===== config.mk =====
export PLATFORM = sky130hd
export DESIGN_NAME = sbox_round_sched
export DESIGN_NICKNAME = d
export VERILOG_FILES = /design/src/rtl/sbox_round_sched.sv
export SDC_FILE = /design/constraint.sdc
export NUM_CORES = 1
export LEC_CHECK = 0
export ABC_AREA = 1
export BUFFER_PORTS_ARGS = -buffer_cell sky130_fd_sc_hd__buf_2
export CAP_MARGIN = 20
export CORE_MARGIN = 5
export CORE_UTILIZATION = 45
export DETAILED_ROUTE_END_ITERATION = 10
export GPL_ROUTABILITY_DRIVEN = 0
export GPL_TIMING_DRIVEN = 0
export PLACE_DENSITY_LB_ADDON = 0.3
export SYNTH_ARGS = -nofsm -noshare
export SYNTH_HDL_FRONTEND = slang
export SYNTH_SLANG_ARGS = --single-unit

===== constraint.sdc =====
create_clock -name clk -period 1.7 [get_ports clk]
set_input_delay 0.34 -clock clk [delete_from_list [all_inputs] [get_ports clk]]
set_output_delay 0.34 -clock clk [all_outputs]
set_load 0.02 [all_outputs]

===== src/rtl/sbox_round_sched.sv =====
// Time-multiplexed DES S-box sequencer: one 48-bit block -> eight lookups on a shared bank -> 32-bit word.
// Optional synchronous abort port enabled by defining SBOX_SCHED_FLUSH_EN.
module sbox_round_sched #(
  parameter int unsigned LOOKUP_LAT = 0
) (
  input  logic        clk,
  input  logic        rst_n,
`ifdef SBOX_SCHED_FLUSH_EN
  input  logic        flush,
`endif
  input  logic        in_valid,
  output logic        in_ready,
  input  logic [47:0] in_data,
  output logic        lk_valid,
  output logic [2:0]  lk_sel,
  output logic [5:0]  lk_addr,
  input  logic [3:0]  lk_data,
  output logic        out_valid,
  input  logic        out_ready,
  output logic [31:0] out_data,
  output logic        busy
);

  typedef enum logic [1:0] {StIdle, StRun, StDone} state_e;

  state_e      state_q, state_d;
  logic [47:0] blk_q, blk_d;
  logic [31:0] res_q, res_d;
  logic [2:0]  cap_q, cap_d;
  logic        lk_valid_q, lk_valid_d;
  logic [2:0]  lk_sel_q, lk_sel_d;
  logic [5:0]  lk_addr_q, lk_addr_d;
  logic        cap_slot;
  logic        cap_en;
  logic        flush_w;

`ifdef SBOX_SCHED_FLUSH_EN
  assign flush_w = flush;
`else
  assign flush_w = 1'b0;
`endif

  // Capture slots trail issue slots by exactly LOOKUP_LAT cycles.
  if (LOOKUP_LAT == 0) begin : g_cap_direct
    assign cap_slot = lk_valid_q;
  end else begin : g_cap_delay
    logic [LOOKUP_LAT-1:0] vpipe_q, vpipe_d;
    logic [LOOKUP_LAT:0]   taps;

    assign taps     = {vpipe_q, lk_valid_q};
    assign vpipe_d  = flush_w ? '0 : taps[LOOKUP_LAT-1:0];
    assign cap_slot = taps[LOOKUP_LAT];

    always_ff @(posedge clk or negedge rst_n) begin
      if (!rst_n) begin
        vpipe_q <= '0;
      end else begin
        vpipe_q <= vpipe_d;
      end
    end
  end

  assign cap_en = (state_q == StRun) && cap_slot;

  always_comb begin
    state_d    = state_q;
    blk_d      = blk_q;
    res_d      = res_q;
    cap_d      = cap_q;
    lk_valid_d = 1'b0;
    lk_sel_d   = lk_sel_q;
    lk_addr_d  = lk_addr_q;

    unique case (state_q)
      StIdle: begin
        if (in_valid) begin
          state_d    = StRun;
          // blk_q holds the not-yet-issued chunks, next one in [47:42].
          blk_d      = {in_data[41:0], 6'b0};
          res_d      = '0;
          cap_d      = '0;
          lk_valid_d = 1'b1;
          lk_sel_d   = 3'd0;
          lk_addr_d  = in_data[47:42];
        end
      end
      StRun: begin
        if (lk_valid_q && (lk_sel_q != 3'd7)) begin
          lk_valid_d = 1'b1;
          lk_sel_d   = lk_sel_q + 3'd1;
          lk_addr_d  = blk_q[47:42];
          blk_d      = {blk_q[41:0], 6'b0};
        end
        if (cap_en) begin
          res_d = {res_q[27:0], lk_data};
          cap_d = cap_q + 3'd1;
          if (cap_q == 3'd7) begin
            state_d = StDone;
          end
        end
      end
      StDone: begin
        if (out_ready) begin
          state_d = StIdle;
        end
      end
      default: state_d = StIdle;
    endcase

    // Abort keeps the last result and lookup operands visible.
    if (flush_w) begin
      state_d    = StIdle;
      blk_d      = blk_q;
      res_d      = res_q;
      cap_d      = '0;
      lk_valid_d = 1'b0;
      lk_sel_d   = lk_sel_q;
      lk_addr_d  = lk_addr_q;
    end
  end

  always_ff @(posedge clk or negedge rst_n) begin
    if (!rst_n) begin
      state_q    <= StIdle;
      blk_q      <= '0;
      res_q      <= '0;
      cap_q      <= '0;
      lk_valid_q <= 1'b0;
      lk_sel_q   <= '0;
      lk_addr_q  <= '0;
    end else begin
      state_q    <= state_d;
      blk_q      <= blk_d;
      res_q      <= res_d;
      cap_q      <= cap_d;
      lk_valid_q <= lk_valid_d;
      lk_sel_q   <= lk_sel_d;
      lk_addr_q  <= lk_addr_d;
    end
  end

  assign in_ready  = (state_q == StIdle) && !flush_w;
  assign lk_valid  = lk_valid_q;
  assign lk_sel    = lk_sel_q;
  assign lk_addr   = lk_addr_q;
  assign out_valid = (state_q == StDone);
  assign out_data  = res_q;
  assign busy      = (state_q != StIdle);

endmodule

# Word-level counts from Yosys, hierarchy flattened
# Index checks and enable logic that the tools add are counted.
[word_totals] register_bits=95 inputBits=56 word_cells=48
[op_classes] addsub=2 eq_ne=9 mux=22 reduce_logical=8
[ops] operator="$mux W48" n=2
[ops] operator="$pmux W48 S2" n=1
[ops] operator="$mux W32" n=2
[ops] operator="$pmux W32 S2" n=1
[ops] operator="$mux W6" n=2
[ops] operator="$pmux W3 S2" n=2
[ops] operator="$pmux W6 S2" n=1
[ops] operator="$mux W3" n=3
[ops] operator="$mux W2" n=4
[ops] operator="$add A3 B1 Y3 const B" n=2
[ops] operator="$ne A2 B1 Y1 const B" n=3
[ops] operator="$pmux W2 S3" n=1
[ops] operator="$reduce_and A3 Y1" n=2
[ops] operator="$ne A2 B2 Y1 const B" n=2
[ops] operator="$reduce_and A4 Y1" n=1
[ops] operator="$reduce_bool A2 Y1" n=2
[ops] operator="$eq A3 B3 Y1 const B" n=1
[ops] operator="$ne A3 B3 Y1 const B" n=1
[ops] operator="$eq A2 B1 Y1 const B" n=1
[ops] operator="$eq A2 B2 Y1 const B" n=1
[ops] operator="$logic_and A1 B1 Y1" n=2
[ops] operator="$logic_not A2 Y1" n=1
[ops] operator="$mux W1" n=2
[ops] operator="$pmux W1 S2" n=1

# Longest topological paths before layout
# Gate-level depths: netlist (run 1).
[depth] word_depth=4 mapped_depth=8

# Worst setup path after synthesis (run 1)
# Ideal clock, no wire load.
[synth_timing] path_kind="flip-flop to flip-flop" from="register lk_sel_q[0] (netlist: lk_sel[0])" to="register blk_q[12]" setup_ns=0.066 arrival_ns=1.499 required_ns=1.634 slack_ns=0.135 path_stages_with_launch=9 path_buffers=1 period_less_slack_ns=1.565 cell_sequence="dfrtp_1 -> ha_1 -> ha_1 -> nor2_1 -> nand2_2 -> nand2_2 -> buf_2 -> nand2_1 -> nand2_1"
[synth_via] elab_chain_len=4
[synth_rtl] item="from (decl)" line_no="31" source="logic [2:0] lk_sel_q, lk_sel_d;"
[synth_rtl] item="from (signal assigned)" line_no="137" source="lk_sel_q <= lk_sel_d;"
[synth_rtl] item="$ne A3 B3 Y1" line_no="88" source="if (lk_valid_q && (lk_sel_q != 3'd7)) begin"
[synth_rtl] item="$logic_and A1 B1 Y1" line_no="88"
[synth_rtl] item="$ne A2 B1 Y1 (no line)"
[synth_rtl] item="$reduce_and A3 Y1 (no line)"
[synth_rtl] item="to (signal assigned)" line_no="133" source="blk_q <= blk_d;"
[synth_rtl] item="to (decl)" line_no="27" source="logic [47:0] blk_q, blk_d;"
# Every way passes these cells.
# A chain may end at the register's enable or synchronous reset.

# Worst setup path in the final report (run 1)
[layout_timing] from="register state_q[0]" to="output port busy"
[layout_via] elab_chain_len=1
[layout_rtl] item="from (decl)" line_no="26" source="state_e state_q, state_d;"
[layout_rtl] item="from (signal assigned)" line_no="124" source="state_q <= StIdle;"
[layout_rtl] item="from (signal assigned)" line_no="132" source="state_q <= state_d;"
[layout_rtl] item="$reduce_bool A2 Y1" line_no="148" source="assign busy = (state_q != StIdle);"
[layout_rtl] item="to (decl)" line_no="21" source="output logic busy"
# Every way passes these cells.

==> impl_results.md, run 1 <==
- Status: finished, final reports clean
- Number of detailed-route iterations in the first pass: 4
- Initial antenna violation count: 0
- Most frequent cells in the layout: 213 x nand2_1, 113 x buf_2, 89 x dfrtp_1
- CP Cell Sequence: nor2_4 -> inv_1 -> buf_2
- Pre-CTS WS: -3.863 ps
- CTS tree: built
- CTS clk-pin slew, worst paths: 110 ps
- Post-DP Area: ~4700 µm²
- Final Cycle Share: between 90% and 100%
- Io pins: 101
- Slew Limit Fails: 0
- Critical Setup Path Class: flip-flop to output port
- Crit-path slowest cell: dfrtp_1
- Largest net degree at the start of global routing: 62
- Die Area: 10960 µm²
- Ant. Diodes: 0
- Clk sink count: 89
- Hold Fails Final Rpt: 0
- Synth-to-Final Area Change: 23.17%
- R2r startpoint: lk_sel[0]
- # port buffers: 99
- Vias in the first global route: around 3400
- FF-to-FF End: blk_q[46]
- Buffer depth of the longest clock path: 2
- Worst setup margin: 86.17 ps
- Yosys cell types: 16
- Max H-tree Level: 3
- # nets final: 676
- Crit path capture: busy
- Final setup fails: 0
- Hold crit path type: input pin to flip-flop
- Synth warnings: 0
- Syn_area_per_cell: just over 8 µm²
- Vias: about 3600
- RSZ-0062 raised after global routing: true
- CTS root buffer: clkbuf_8
- Worst path max stage delay: between 400 and 500 ps
- R2R Setup Slk: 100 ps
- Clock skew: 12.03 ps
- Achievable Freq: a little over 600 MHz
- Max-cap violations: 0
- Worst hold slack: 178.7 ps
- Core box area: 8721 µm²
- CP delay by family, top: flip-flops
- Global-route wire length before repair: roughly 16000 µm
- WL per Instance: 13.44 µm
- Arrival @ worst endpoint: between 1000 and 1500 ps
- CP endpoint kind: output port
- Net count after synthesis: 558
- Commonest non-fill, non-tap cell in the layout: nand2_1
- Total gr overflow: 0
- Register-to-Register Path Depth: 8
- Antenna-violating nets left: 0
- Critical path origin: state_q[0]
- CP max FO: 7
- Slew HR: 68.43%
- DRC errors left: 0
- Leak pwr: 2.838 nW
- GRT Overall Usage: 18.05%
- Initial DRC count: approximately 190
- Non-filler instance count after layout: 729
- Clk_lat worst skew: 370 ps
- Chip height: 104.7 µm
- Initial Util: 46.26%
- CTS buffer count: 9
- Vias/cell: 4.923
- Worst path depth: 3
- #FFs+latches synth: 89
- Final worst path period need: 1614 ps
- Design Power: between 0.008 and 0.009 W
- Peak VDD IR: around 900 µV
- Share of cells above drive strength 1: 24.80%
- Post-route design area: 4969 µm²
- Required time worst endpoint: roughly 1400 ps
- Post-Syn Instances: ~500
- Post-placement cell count: between 700 and 800
- Die W: 104.7 µm
- Worst Path Buf+Inv: 2
- Cell Area, Synth: slightly above 4000 µm²
- Worst setup SP type: flip-flop
- Least-Margin Pin Slew: 473.5 ps
- Routed WL: about 10000 µm
- HPWL Detailed: 7349 µm
- Seq/Total Area, Yosys: 55.21%
- Cell Pwr Density: 1762 nW/µm²
- Num rows: 34
[sequential cells by signal, summed over array words and instances, names as in the netlist]
register  count
out_data     32
lk_sel        3
cap_q         3
lk_addr       6
lk_valid      1
state_q       2
blk_q        42
[cell type report]
| cell class | instances | area [µm²] |
|---|---|---|
| inverter | 44 | 165.2 |
| tap | 108 | 135.1 |
| timing repair buffer | 107 | 580.6 |
| multi-input combinational | 335 | 1494 |
| clock buffer | 9 | 123.9 |
| clock inverter | 7 | 81.33 |
| fill | 811 | 3752 |
| sequential | 89 | 2227 |
| buffer | 30 | 161.4 |
[synth_stat cells]
cell type | number | share of area [%]
nand2_2 | 3 | 0.47
nor2_1 | 3 | 0.28
buf_2 | 17 | 2.1
o21ai_1 | 10 | 1.2
buf_4 | 5 | 0.93
inv_2 | 1 | 0.093
inv_1 | 43 | 4.0
dfrtp_1 | 89 | 55
o21ai_0 | 14 | 1.7
ha_1 | 4 | 1.2
o22ai_1 | 24 | 3.7
nand2_4 | 1 | 0.28
nand2_1 | 213 | 20
nand3_1 | 61 | 7.6
nor2_4 | 2 | 0.56
clkbuf_1 | 8 | 0.74
[what timing repair did]
| item | CTS | global route |
|---|---|---|
| buffers inserted | 0 | 6 |
| resized for setup | 4 | 4 |
| pin swaps | 0 | 3 |
| endpoints found under the setup margin | 24 | 53 |
| hold endpoints to repair | 28 | 0 |
| hold buffers | 1 | 0 |
[how the worst min path moves through the flow]
| stage | startpoint | to | depth (start not counted) | slack, ps |
|---|---|---|---|---|
| final | lk_data[3] | out_data[3] | 3 | 180 |
| after global routing | lk_data[3] | out_data[3] | 3 | 160 |
| after CTS | lk_data[3] | out_data[3] | 3 | 160 |
| after detailed placement | rst_n | lk_addr[1] | 1 | 300 |
| after global placement | cap_q[1] | cap_q[1] | 2 | 490 |
| after floorplan | rst_n | blk_q[10] | 0 | 40 |
[metrics by stage]
stage	setup TNS [ps]	util (%)
after floorplan	0	-
after detailed placement	-6.797	53.83
final	0	56.97
after global routing	-14.34	56.97
after global placement	-40520	53.49
after CTS	0	56.43
[cells by family (layout without fill, tap and decap cells)]
| family | Yosys count | after routing | synth area share, % |
|---|---|---|---|
| adder cells (fa/ha/maj) | 4 | 4 | 1.241 |
| AO/OA/AOI/OAI | 48 | 48 | 6.700 |
| AND/OR/NAND/NOR | 283 | 283 | 28.97 |
| flip-flops | 89 | 89 | 55.21 |
| buffers and inverters | 74 | 197 | 7.878 |
[where the power goes]
part,internal [W],switching (W)
logic,0.00141,0.00260
clock network,0.000586,0.000878
registers,0.00287,0.000414
[tightest hold or removal path, cell delays in order]
cell and delay, ps:
buf_2 70, nand2_1 40, o21ai_0 60
[metal layers]
metal / GRT usage [%] / routed length (µm) / vias up
met3: 5.487 / 776 / 14
li1: - / - / 1814
met5: 0 / 0 / -
met4: 5.114 / 123 / 0
met1: 25.49 / 4463 / 1656
met2: 27.10 / 4432 / 105
No activity file was read; power rests on OpenSTA's default activity.
==> run 2, diff against run 1 <==
--- a/config.mk
+++ b/config.mk
@@ -14,6 +14,7 @@
 export GPL_ROUTABILITY_DRIVEN = 0
 export GPL_TIMING_DRIVEN = 0
 export PLACE_DENSITY_LB_ADDON = 0.3
+export RECOVER_POWER = 100
 export SYNTH_ARGS = -nofsm -noshare
 export SYNTH_HDL_FRONTEND = slang
 export SYNTH_SLANG_ARGS = --single-unit
==> run 2 against run 1 <==
Clock power about the same; cell count unchanged; critical endpoint unchanged; sequential cell count unchanged; design area down 0.96%; non-clock buffer count unchanged; largest cell class unchanged; setup slack about the same; first-iteration DRC count down 2.6%.
==> impl_results.md, run 2 (synthesis results as in run 1) <==
- Global-route wire length before repair: 16260 µm (unchanged)
- Switch share: 44.82% (was 44.48%)
- # port buffers: 99 (unchanged)
- CP max FO: 7 (unchanged)
- Post-placement cell count: 706 (unchanged)
- RSZ-0062 raised after global routing: true (unchanged)
- Slew Limit Fails: 0 (unchanged)
- Hold Fails Final Rpt: 0 (unchanged)
- Least-Margin Pin Slew: 755.4 ps (was 473.5 ps)
- Achievable Freq: 619.6 MHz (about the same)
- Worst hold slack: 177.0 ps (was 178.7 ps)
- Routed WL: 9808 µm (was 9795 µm)
- CP endpoint kind: output port (unchanged)
- Peak VDD IR: 882.1 µV (was 879.3 µV)
- Die W: 104.7 µm (unchanged)
- Most frequent cells in the layout: 213 x nand2_1, 89 x dfrtp_1, 77 x buf_2 (was 213 x nand2_1, 113 x buf_2, 89 x dfrtp_1)
- Clock skew: 11.93 ps (was 12.03 ps)
- Vias in the first global route: 3412 (unchanged)
- Hold crit path type: input pin to flip-flop (unchanged)
- Final Cycle Share: 94.93% (about the same)
- Required time worst endpoint: 1360 ps (about the same)
- Clk sink count: 89 (unchanged)
- Multi-input gate area: 1494 µm² (unchanged)
- Synth-to-Final Area Change: 21.99% (was 23.17%)
- Reg area: 2227 µm² (unchanged)
- Clk network pwr share: 16.8% (was 16.7%)
- Final setup fails: 0 (unchanged)
- Num rows: 34 (unchanged)
- Max H-tree Level: 3 (unchanged)
- Die Area: 10960 µm² (unchanged)
- Arrival @ worst endpoint: 1270 ps (about the same)
- Initial antenna violation count: 0 (unchanged)
- Share of cells above drive strength 1: 19.00% (was 24.80%)
- Top reg by flops: blk_q (unchanged)
- Initial Util: 46.26% (unchanged)
- Final worst path period need: 1614 ps (about the same)
- Ant. Diodes: 0 (unchanged)
- Critical Setup Path Class: flip-flop to output port (unchanged)
- Commonest non-fill, non-tap cell in the layout: nand2_1 (unchanged)
- Slew HR: 49.64% (was 68.43%)
- Buffer depth of the longest clock path: 2 (unchanged)
- Number of detailed-route iterations in the first pass: 4 (unchanged)
- Status: finished, final reports clean (unchanged)
- Max reg flops: 42 (unchanged)
- Gate power share: 45.4% (was 45.8%)
- Clk_lat worst skew: 370 ps (about the same)
- Core box area: 8721 µm² (unchanged)
- Leak pwr: 2.689 nW (was 2.838 nW)
- DRC errors left: 0 (unchanged)
- GRT Overall Usage: 18.05% (unchanged)
- Post-route design area: 4921 µm² (was 4969 µm²)
- Io pins: 101 (unchanged)
- # nets final: 676 (unchanged)
- Filler instances: 828 (was 811)
- Initial DRC count: 189 (was 194)
- Sequential Power Share: 37.8% (was 37.5%)
- Total Neg Setup Slack: 0 ps (unchanged)
- WL per Instance: 13.45 µm (was 13.44 µm)
- CTS root buffer: clkbuf_8 (unchanged)
- Largest net degree at the start of global routing: 62 (unchanged)
- HPWL Detailed: 7349 µm (unchanged)
- Non-filler instance count after layout: 729 (unchanged)
- CTS buffer count: 9 (unchanged)
- Total gr overflow: 0 (unchanged)
- CTS clk-pin slew, worst paths: 110 ps (about the same)
- Vias/cell: 4.951 (was 4.923)
- Cell Pwr Density: 1769 nW/µm² (was 1762 nW/µm²)
- Antenna-violating nets left: 0 (unchanged)
- Max-cap violations: 0 (unchanged)
- Vias: 3609 (was 3589)
- Chip height: 104.7 µm (unchanged)
- Worst setup SP type: flip-flop (unchanged)
- Fin util: 56.43% (was 56.97%)
- CTS tree: built (unchanged)
- NetSw: 0.003901 W (was 0.003894 W)
- Post-DP Area: 4695 µm² (unchanged)
- P_int: 0.004803 W (was 0.004861 W)
[run 2: critical path: stages (launching register included)]
cell	delay, ps
dfrtp_1	460
nor2_4	240
inv_1	50
buf_2	160
[run 2: layer usage]
metal / vias up / global-route usage (%) / wire length (µm)
met5: - / 0 / 0
met2: 113 / 27.10 / 4467
li1: 1815 / - / -
met4: 0 / 5.114 / 123
met3: 14 / 5.487 / 785
met1: 1667 / 25.49 / 4432
[run 2: per-stage QoR]
stage	total power (W)	worst slack, ps
6_report	0.008704	86.13
5_1_grt	0.009463	-10.42
4_1_cts	0.008724	5.548
3_5_place_dp	0.007221	-3.863
3_3_place_gp	0.007085	-460.2
2_1_floorplan	0.006040	134.6
[run 2: final timing paths]
| check | depth (start not counted) | end | start | slack, ps |
|---|---|---|---|---|
| worst max-delay path | 3 | busy | state_q[0] | 90 |
| worst min-delay path | 3 | out_data[3] | lk_data[3] | 180 |
| worst max register to register | 8 | blk_q[46] | lk_sel[0] | 100 |
| worst min register to register | 1 | cap_q[0] | cap_q[0] | 510 |
| max in group asynchronous | 3 | blk_q[9] | rst_n | 400 |
| min in group asynchronous | 2 | lk_addr[1] | rst_n | 560 |
[run 2: area by class of cell]
cell class | instances | area share, %
tap | 108 | 2.746
inverter | 44 | 3.356
multi-input combinational | 335 | 30.36
clock buffer | 9 | 2.517
timing repair buffer | 107 | 10.83
sequential | 89 | 45.26
clock inverter | 7 | 1.653
buffer | 30 | 3.280
[run 2: timing repair]
item,4_1_cts,5_1_grt
endpoints found under the hold margin,28,0
setup buffers,0,6
hold buffers,1,0
resized for setup,4,4
pin swaps,0,3
endpoints found under the setup margin,24,53
[run 2: power by group through the flow]
stage | sequential, W | combinational [W] | clock [W]
after detailed placement | 0.00333 | 0.00389 | 0
after CTS | 0.00329 | 0.00394 | 0.00149
after global routing | 0.00338 | 0.00449 | 0.00159
after global placement | 0.00329 | 0.00380 | 0
after floorplan | 0.00356 | 0.00248 | 0
final | 0.00329 | 0.00395 | 0.00146
==> run 3, diff against run 2 <==
--- a/config.mk
+++ b/config.mk
@@ -8,8 +8,10 @@
 export ABC_AREA = 1
 export BUFFER_PORTS_ARGS = -buffer_cell sky130_fd_sc_hd__buf_2
 export CAP_MARGIN = 20
+export CELL_PAD_IN_SITES_DETAIL_PLACEMENT = 1
+export CELL_PAD_IN_SITES_GLOBAL_PLACEMENT = 1
 export CORE_MARGIN = 5
-export CORE_UTILIZATION = 45
+export CORE_UTILIZATION = 39
 export DETAILED_ROUTE_END_ITERATION = 10
 export GPL_ROUTABILITY_DRIVEN = 0
 export GPL_TIMING_DRIVEN = 0
==> run 3 against run 2 <==
Design area increased by 0.13%; die area increased by 14%; first-iteration DRC count decreased by 26%; routed wire length increased by 16%; utilization decreased by 8.0 points; hold slack improved by 12 ps; via count increased by 1.3%; critical endpoint unchanged; cell count increased by 3.6%.
==> impl_results.md, run 3 (synthesis results as in run 1) <==
- Ant. Diodes: 0 (unchanged)
- Die W: 111.7 µm (was 104.7 µm)
- Largest net degree at the start of global routing: 47 (was 62)
- HPWL Detailed: 8530 µm (was 7349 µm)
- # port buffers: 99 (unchanged)
- CP max FO: 6 (was 7)
- Hold Fails Final Rpt: 0 (unchanged)
- Final worst path period need: 1615 ps (was 1614 ps)
- # nets final: 674 (was 676)
- Chip height: 111.7 µm (was 104.7 µm)
- Critical Setup Path Class: flip-flop to output port (unchanged)
- Total Neg Setup Slack: 0 ps (unchanged)
- P_int: 0.004755 W (was 0.004803 W)
- Initial DRC count: 139 (was 189)
- Slew Limit Fails: 0 (unchanged)
- Sequential Power Share: 37.7% (was 37.8%)
- Total gr overflow: 0 (unchanged)
- Slew HR: 28.11% (was 49.64%)
- CTS clk-pin slew, worst paths: 90 ps (was 110 ps)
- Die Area: 12480 µm² (was 10960 µm²)
- Final setup fails: 0 (unchanged)
- Worst setup SP type: flip-flop (unchanged)
- Achievable Freq: 619.1 MHz (was 619.6 MHz)
- WL per Instance: 15.06 µm (was 13.45 µm)
- Top reg by flops: blk_q (unchanged)
- Non-filler instance count after layout: 755 (was 729)
- Vias in the first global route: 3940 (was 3412)
- CP endpoint kind: output port (unchanged)
- Final Cycle Share: 95.01% (was 94.93%)
- Hold crit path type: input pin to flip-flop (unchanged)
- Vias: 3657 (was 3609)
- Most frequent cells in the layout: 213 x nand2_1, 88 x dfrtp_1, 77 x buf_2 (was 213 x nand2_1, 89 x dfrtp_1, 77 x buf_2)
- Leak pwr: 2.646 nW (was 2.689 nW)
- Synth-to-Final Area Change: 22.15% (was 21.99%)
- CTS buffer count: 9 (unchanged)
- Clk sink count: 89 (unchanged)
- CTS root buffer: clkbuf_8 (unchanged)
- Required time worst endpoint: 1360 ps (about the same)
- Design Power: 0.008728 W (was 0.008704 W)
- Num rows: 37 (was 34)
- Switch share: 45.52% (was 44.82%)
- Share of cells above drive strength 1: 18.26% (was 19.00%)
- Initial Util: 39.61% (was 46.26%)
- Clock skew: 14.56 ps (was 11.93 ps)
- Number of detailed-route iterations in the first pass: 6 (was 4)
- Filler instances: 1324 (was 828)
- Gate power share: 46.4% (was 45.4%)
- NetSw: 0.003973 W (was 0.003901 W)
- Antenna-violating nets left: 0 (unchanged)
- Clk network pwr share: 15.9% (was 16.8%)
- Global-route wire length before repair: 19440 µm (was 16260 µm)
- Arrival @ worst endpoint: 1280 ps (was 1270 ps)
- Cell Pwr Density: 1771 nW/µm² (was 1769 nW/µm²)
- Vias/cell: 4.844 (was 4.951)
- Core box area: 10180 µm² (was 8721 µm²)
- CTS tree: built (unchanged)
- Least-Margin Pin Slew: 1078 ps (was 755.4 ps)
- Status: finished, final reports clean (unchanged)
- Initial antenna violation count: 0 (unchanged)
- RSZ-0062 raised after global routing: true (unchanged)
- Post-placement cell count: 734 (was 706)
- Max-cap violations: 0 (unchanged)
- Max reg flops: 42 (unchanged)
- Worst hold slack: 188.5 ps (was 177.0 ps)
- Io pins: 101 (unchanged)
- Peak VDD IR: 714.8 µV (was 882.1 µV)
- DRC errors left: 0 (unchanged)
- Max H-tree Level: 3 (unchanged)
- Commonest non-fill, non-tap cell in the layout: nand2_1 (unchanged)
- Clk_lat worst skew: 380 ps (was 370 ps)
- Routed WL: 11370 µm (was 9808 µm)
- Buffer depth of the longest clock path: 2 (unchanged)
- GRT Overall Usage: 19.21% (was 18.05%)
## run 3: changes by cell type in the layout (fill, tap and decap cells not counted), moves of 2 or more
cell        delta
clkbuf_2       -4
buf_6          +2
buf_4          -4
clkinvlp_4     +2
clkbuf_1       +5
clkinv_8       -2
## run 3: final timing paths
check                               to  cells after the start  slack (ps)        from
max reg2reg                 lk_addr[3]                      8         140   lk_sel[0]
max                               busy                      3          80  state_q[0]
max in group asynchronous    blk_q[11]                      3         230       rst_n
min                        out_data[3]                      3         190  lk_data[3]
min in group asynchronous    blk_q[42]                      2         690       rst_n
min reg2reg                   blk_q[7]                      2         510    blk_q[7]
## run 3: metal layers
metal	global-route usage [%]	part of all wire, %
met1	25.35	45
met2	31.45	49
met3	4.728	4.6
met4	5.596	0.91
met5	0	0
## run 3: power by group through the flow
stage | Combinational [W] | Sequential, W | Clock (W)
floorplan | 0.00248 | 0.00356 | 0
global placement | 0.00388 | 0.00329 | 0
detailed placement | 0.00403 | 0.00333 | 0
CTS | 0.00414 | 0.00329 | 0.00143
global route | 0.00462 | 0.00339 | 0.00153
finish | 0.00405 | 0.00329 | 0.00139
## run 3: cell type report
cell class | instances | area (µm²) | share of cell area, %
flip-flops and latches | 89 | 2228 | 45.23
multi-input cells | 335 | 1501 | 30.47
repair buffers | 105 | 513.0 | 10.41
well taps | 136 | 170.2 | 3.454
plain buffers | 30 | 168.9 | 3.428
inverters | 44 | 165.2 | 3.352
clock buffers | 10 | 127.6 | 2.590
clock inverters | 6 | 52.55 | 1.067
## run 3: per-stage QoR
stage	util [%]	worst slack [ps]	area, µm²
after detailed placement	46.44	-69.28	4730
after floorplan	-	134.6	4034
after global placement	46.14	-515.9	4700
after CTS	48.59	29.20	4949
final	48.38	84.86	4927
after global routing	48.38	-14.50	4927
## run 3: worst max-delay path, cell delays in order, from the launching register on
cell and delay [ps]:
dfrtp_1 450, nor2_4 240, inv_1 60, buf_2 160
## run 3: repair_timing
action / 4_1_cts / 5_1_grt
gates resized for setup: 6 / 8
pin swaps: 2 / 2
hold buffers: 1 / 0
endpoints found under the setup margin: 47 / 52
buffers inserted: 2 / 2
hold endpoints to repair: 43 / 0
